[config.mk]
export PLATFORM = sky130hd
export DESIGN_NAME = aes_encryption_iter
export DESIGN_NICKNAME = d
export VERILOG_FILES = /design/src/rtl/aes_encryption_iter.sv
export SDC_FILE = /design/constraint.sdc
export NUM_CORES = 2
export LEC_CHECK = 0
export CAP_MARGIN = 5
export CORE_ASPECT_RATIO = 1.75
export CORE_UTILIZATION = 25
export CTS_CLUSTER_DIAMETER = 150
export DETAILED_ROUTE_END_ITERATION = 10
export GPL_TIMING_DRIVEN = 0
export PLACE_DENSITY = 0.42
export REMOVE_ABC_BUFFERS = 1
export SLEW_MARGIN = 10
export SYNTH_ARGS = -nofsm -noshare
export SYNTH_HDL_FRONTEND = slang
export SYNTH_SLANG_ARGS = --single-unit
[constraint.sdc]
create_clock -name CLK -period 13 [get_ports CLK]
set_input_delay 3.25 -clock CLK [delete_from_list [all_inputs] [get_ports CLK]]
set_output_delay 3.25 -clock CLK [all_outputs]
set_load 0.02 [all_outputs]
[src/rtl/aes_encryption_iter.sv]
// Iterative AES encryption core: one state register reused across rounds, with round
// keys fetched combinationally from an external key schedule addressed by Round_Number.
module aes_encryption_iter #(
  parameter int BLOCK_LENGTH = 128,
  parameter int NR           = 10
) (
  input  logic                    CLK,
  input  logic                    RST,
  input  logic                    Start,
  input  logic [BLOCK_LENGTH-1:0] PT_In,
  input  logic [BLOCK_LENGTH-1:0] K_i,
  output logic [3:0]              Round_Number,
  output logic [BLOCK_LENGTH-1:0] CT,
  output logic                    Valid,
  output logic                    Busy
);

  typedef enum logic [1:0] {IDLE, ROUND, FINAL} fsm_e;

  localparam logic [3:0] LAST_ROUND = 4'(NR);

  localparam logic [0:255][7:0] SBOX = {
    128'h637c777bf26b6fc53001672bfed7ab76, 128'hca82c97dfa5947f0add4a2af9ca472c0,
    128'hb7fd9326363ff7cc34a5e5f171d83115, 128'h04c723c31896059a071280e2eb27b275,
    128'h09832c1a1b6e5aa0523bd6b329e32f84, 128'h53d100ed20fcb15b6acbbe394a4c58cf,
    128'hd0efaafb434d338545f9027f503c9fa8, 128'h51a3408f929d38f5bcb6da2110fff3d2,
    128'hcd0c13ec5f974417c4a77e3d645d1973, 128'h60814fdc222a908846eeb814de5e0bdb,
    128'he0323a0a4906245cc2d3ac629195e479, 128'he7c8376d8dd54ea96c56f4ea657aae08,
    128'hba78252e1ca6b4c6e8dd741f4bbd8b8a, 128'h703eb5664803f60e613557b986c11d9e,
    128'he1f8981169d98e949b1e87e9ce5528df, 128'h8ca1890dbfe6426841992d0fb054bb16
  };

  function automatic logic [7:0] xtime(input logic [7:0] b);
    return {b[6:0], 1'b0} ^ (b[7] ? 8'h1b : 8'h00);
  endfunction

  fsm_e                    fsm_q, fsm_d;
  logic [3:0]              cnt_q, cnt_d;
  logic [BLOCK_LENGTH-1:0] state_q, state_d;
  logic [BLOCK_LENGTH-1:0] ct_q, ct_d;
  logic                    valid_q, valid_d;

  logic [127:0] sub_bytes, shift_rows, mix_cols;

  // Byte 0 is the MSB; byte index = 4*column + row, column-major as in FIPS-197.
  genvar gi;
  generate
    for (gi = 0; gi < 16; gi++) begin : g_byte
      localparam int COL = gi / 4;
      localparam int ROW = gi % 4;
      localparam int SRC = 4 * ((COL + ROW) % 4) + ROW;
      assign sub_bytes[127-8*gi -: 8]  = SBOX[state_q[127-8*gi -: 8]];
      assign shift_rows[127-8*gi -: 8] = sub_bytes[127-8*SRC -: 8];
    end
    for (gi = 0; gi < 4; gi++) begin : g_col
      logic [7:0] a0, a1, a2, a3;
      assign {a0, a1, a2, a3} = shift_rows[127-32*gi -: 32];
      assign mix_cols[127-32*gi -: 32] = {
        xtime(a0) ^ xtime(a1) ^ a1 ^ a2 ^ a3,
        a0 ^ xtime(a1) ^ xtime(a2) ^ a2 ^ a3,
        a0 ^ a1 ^ xtime(a2) ^ xtime(a3) ^ a3,
        xtime(a0) ^ a0 ^ a1 ^ a2 ^ xtime(a3)
      };
    end
  endgenerate

  always_comb begin
    fsm_d        = fsm_q;
    cnt_d        = cnt_q;
    state_d      = state_q;
    ct_d         = ct_q;
    valid_d      = 1'b0;
    Round_Number = 4'd0;
    Busy         = 1'b0;
    case (fsm_q)
      IDLE: begin
        if (Start) begin
          state_d = PT_In ^ K_i;
          cnt_d   = 4'd1;
          fsm_d   = ROUND;
        end
      end
      ROUND: begin
        Round_Number = cnt_q;
        Busy         = 1'b1;
        state_d      = mix_cols ^ K_i;
        cnt_d        = cnt_q + 4'd1;
        if (cnt_q == LAST_ROUND - 4'd1) begin
          fsm_d = FINAL;
        end
      end
      FINAL: begin
        Round_Number = LAST_ROUND;
        Busy         = 1'b1;
        ct_d         = shift_rows ^ K_i;
        valid_d      = 1'b1;
        cnt_d        = 4'd0;
        fsm_d        = IDLE;
      end
      default: begin
        cnt_d = 4'd0;
        fsm_d = IDLE;
      end
    endcase
  end

  always_ff @(posedge CLK or negedge RST) begin
    if (!RST) begin
      fsm_q   <= IDLE;
      cnt_q   <= 4'd0;
      state_q <= '0;
      ct_q    <= '0;
      valid_q <= 1'b0;
    end else begin
      fsm_q   <= fsm_d;
      cnt_q   <= cnt_d;
      state_q <= state_d;
      ct_q    <= ct_d;
      valid_q <= valid_d;
    end
  end

  assign CT    = ct_q;
  assign Valid = valid_q;

endmodule

==> out/results.txt <==
Status: finished clean
Worst min path class: reg2reg
Layout cells sized above 1: 9.38%
Critical path endpoint category: flop
Initial Util: 25.1%
Tmin final: 7.23 ns
Top Family by Delay on Critical Path: compound AO/OA/AOI/OAI gates
CP startpoint kind: flop
Die W: 409 um
Final WL: 430 mm
CP max stage delay: 1.18 ns
Die H: 714 um
Setup repair bufs after CTS: 0
Buffers & Inverters on Critical Path: 1
FP Rows: 261
Die Area: 0.292 mm^2
# resized after CTS: 0
DR vias: 85051
Setup Viol. Count Final: 0
Worst Path Max Fanout: 23
Root buf cell: clkbuf_16
I/O pin count: 393
Seq. cell area: 0.00678 mm^2
Residual DRC: 0
PortBufs: 392
Multi-input gate area: 0.0599 mm^2
Cell area after synthesis: 0.0725 mm^2
DR WL/cell: 32.7 um
Max Transition Viols Final: 0
CTS Buf Count: 40
Worst path slowest cell: xnor2_1
WL met1: 157 mm
Grt ovf: 0
First-pass GRT wire length: 611 mm
Syn-to-layout area delta: 9.58%
Library cells used by synthesis: 131
Placer Congestion: 1.01
Rel. slew slack: 3.75%
Seq cells post-synth: 263
Clock slew at reported path FFs: 0.07 ns
H-tree depth: 2
First-pass detailed-route iteration total: 7
Top routing layer in use: met5
Syn. warnings: 0
Maxcap violations: 0
Crit share post-route: 55.6%
Fmax achieved: 0.138 GHz
CP required: 13.50 ns
Total track usage: 27.9%
Core area: 0.288 mm^2
CP arrival: 7.73 ns
Fillers: 31419
Worst-skew pair later-pin latency: 0.69 ns
Met2 wire len: 204 mm
Worst-margin pin slew: 1.43 ns
Sequential share of the synthesized area: 9.08%
Pre-CTS WS: 5.70 ns
Dpl hpwl: 314 mm
Vias per inst: 6.47
Detailed Route Iter0 Violations: 12420
Final worst setup slack: 5.77 ns
Final hold vios: 0
Clock skew: 0.0766 ns
FFs w/ async S/R, synth: 100%
Post-synth EDFFs: 0
Cells after Synth: 9954
Post-route ant nets: 0
Clk sink count: 263
RSZ-0062 raised after global routing: false
Largest net degree at the start of global routing: 100
Syn_area_per_cell: 7.28 um^2
CTS tree: yes
Antenna violations before repair: 23
Synth Flop Type: dfrtp_1
Clock tree buffer depth: 3
Crit path cell chain: inv_1, ha_1, nor2_1, nor3_1, o311ai_0, o311ai_0, a32o_1, xnor2_1, xnor2_1, xnor3_1, a21oi_1, nor2_1
Hold-fix buffers, CTS: 0
Met3 WL: 36.0 mm
Vias in the first global route: 80391
Nets: 9788
Crit Path Class: reg2reg
==> worst paths after layout <==
check	slack (ns)	depth (start not counted)	from	endpoint
min reg2reg	0.50	1	CT[123]	CT[123]
max reg2reg	5.77	12	state_q[64]	state_q[45]
min in group asynchronous	2.54	1	RST	CT[44]
max	5.77	12	state_q[64]	state_q[45]
max in group asynchronous	8.99	3	RST	state_q[59]
min	0.50	1	CT[123]	CT[123]
==> flip-flops by register name, summed over array words and instances (netlist names) <==
signal and cells:
CT 128, state_q 128, cnt_q 4, fsm_q 2, Valid 1
==> layer usage <==
layer  track usage (%)  vias up
met3              4.48     1424
met5                 0        -
li1                  -    36167
met4              17.0       16
met1              32.7    41405
met2              47.5     6039
==> cell usage after synthesis (176+ instances only) <==
library cell | n | area [um^2]
a21oi_1 | 794 | 3970
o21ai_0 | 738 | 3690
nand2_1 | 683 | 2560
nor2_1 | 676 | 2540
clkbuf_1 | 567 | 2130
xnor2_1 | 493 | 4320
buf_2 | 433 | 2170
nor3_1 | 348 | 1740
nand2b_1 | 325 | 2030
nand3_1 | 298 | 1490
nor2b_1 | 285 | 1780
xor2_1 | 277 | 2430
dfrtp_1 | 263 | 6580
mux4_2 | 250 | 5630
ha_1 | 232 | 2900
a31oi_1 | 197 | 1230
o211ai_1 | 176 | 1320
==> final cells by class <==
cell class | instances | area share [%]
Multi-Input combinational cell | 8343 | 75.4
Sequential cell | 263 | 8.54
Timing Repair Buffer | 479 | 7.48
Tap cell | 3813 | 6.01
Clock buffer | 54 | 1.42
Inverter | 170 | 0.804
Clock inverter | 19 | 0.329
Antenna cell | 8 | 0.0252
==> through the flow <==
stage | hold slack, ns | area (um^2) | TNS (ns) | cells | util (%)
CTS | 0.510 | 79400 | 0 | 13141 | 27.5
finish | 0.504 | 79400 | 0 | 13149 | 27.5
global placement | 0.493 | 75700 | -2475.57 | 12981 | 26.2
detailed placement | 0.496 | 78000 | 0 | 13068 | 27.0
global route | 0.518 | 79400 | 0 | 13141 | 27.5
floorplan | 0.486 | 67000 | 0 | 8776 | -
==> worst reg2reg max path, cell delays in order, from the launching register on <==
cell and delay [ns]:
dfrtp_1 1.06, inv_1 0.48, ha_1 0.77, nor2_1 0.87, nor3_1 0.13, o311ai_0 0.54
o311ai_0 0.28, a32o_1 0.52, xnor2_1 1.19, xnor2_1 0.22, xnor3_1 0.24, a21oi_1 0.65
nor2_1 0.11
==> cell families (layout without fill, tap and decap cells) <==
group	Yosys count	in the layout	share of synthesized area, %
other	0	8	0
AOI/OAI and AO/OA	3591	3591	33.9
DFF	263	263	9.08
adders and majority gates	233	233	4.02
muxes	496	496	11.5
and+or+nand+nor	3201	3201	22.3
buffers and inverters	1348	722	8.44
xor gates and xnor gates	822	822	10.7
==> cell usage in the layout (no fill, tap or decap), types with 183 or more instances in the layout <==
cell type        netlist  final
dfrtp_1              263    183
clkdlybuf4s50_1        0    391
nor2b_1              285    284
xor2_1               277    277
nand2b_1             325    325
o21ai_0              738    738
a21oi_1              794    793
mux4_2               250    250
a31oi_1              197    197
nand3_1              298    298
nor3_1               348    347
nand2_1              683    682
xnor2_1              493    493
nor2_1               676    674
ha_1                 232    230
Power is left out: the tool's default activity adds up to more than one toggle a clock period on the data nets, which glitch-free logic cannot reach.
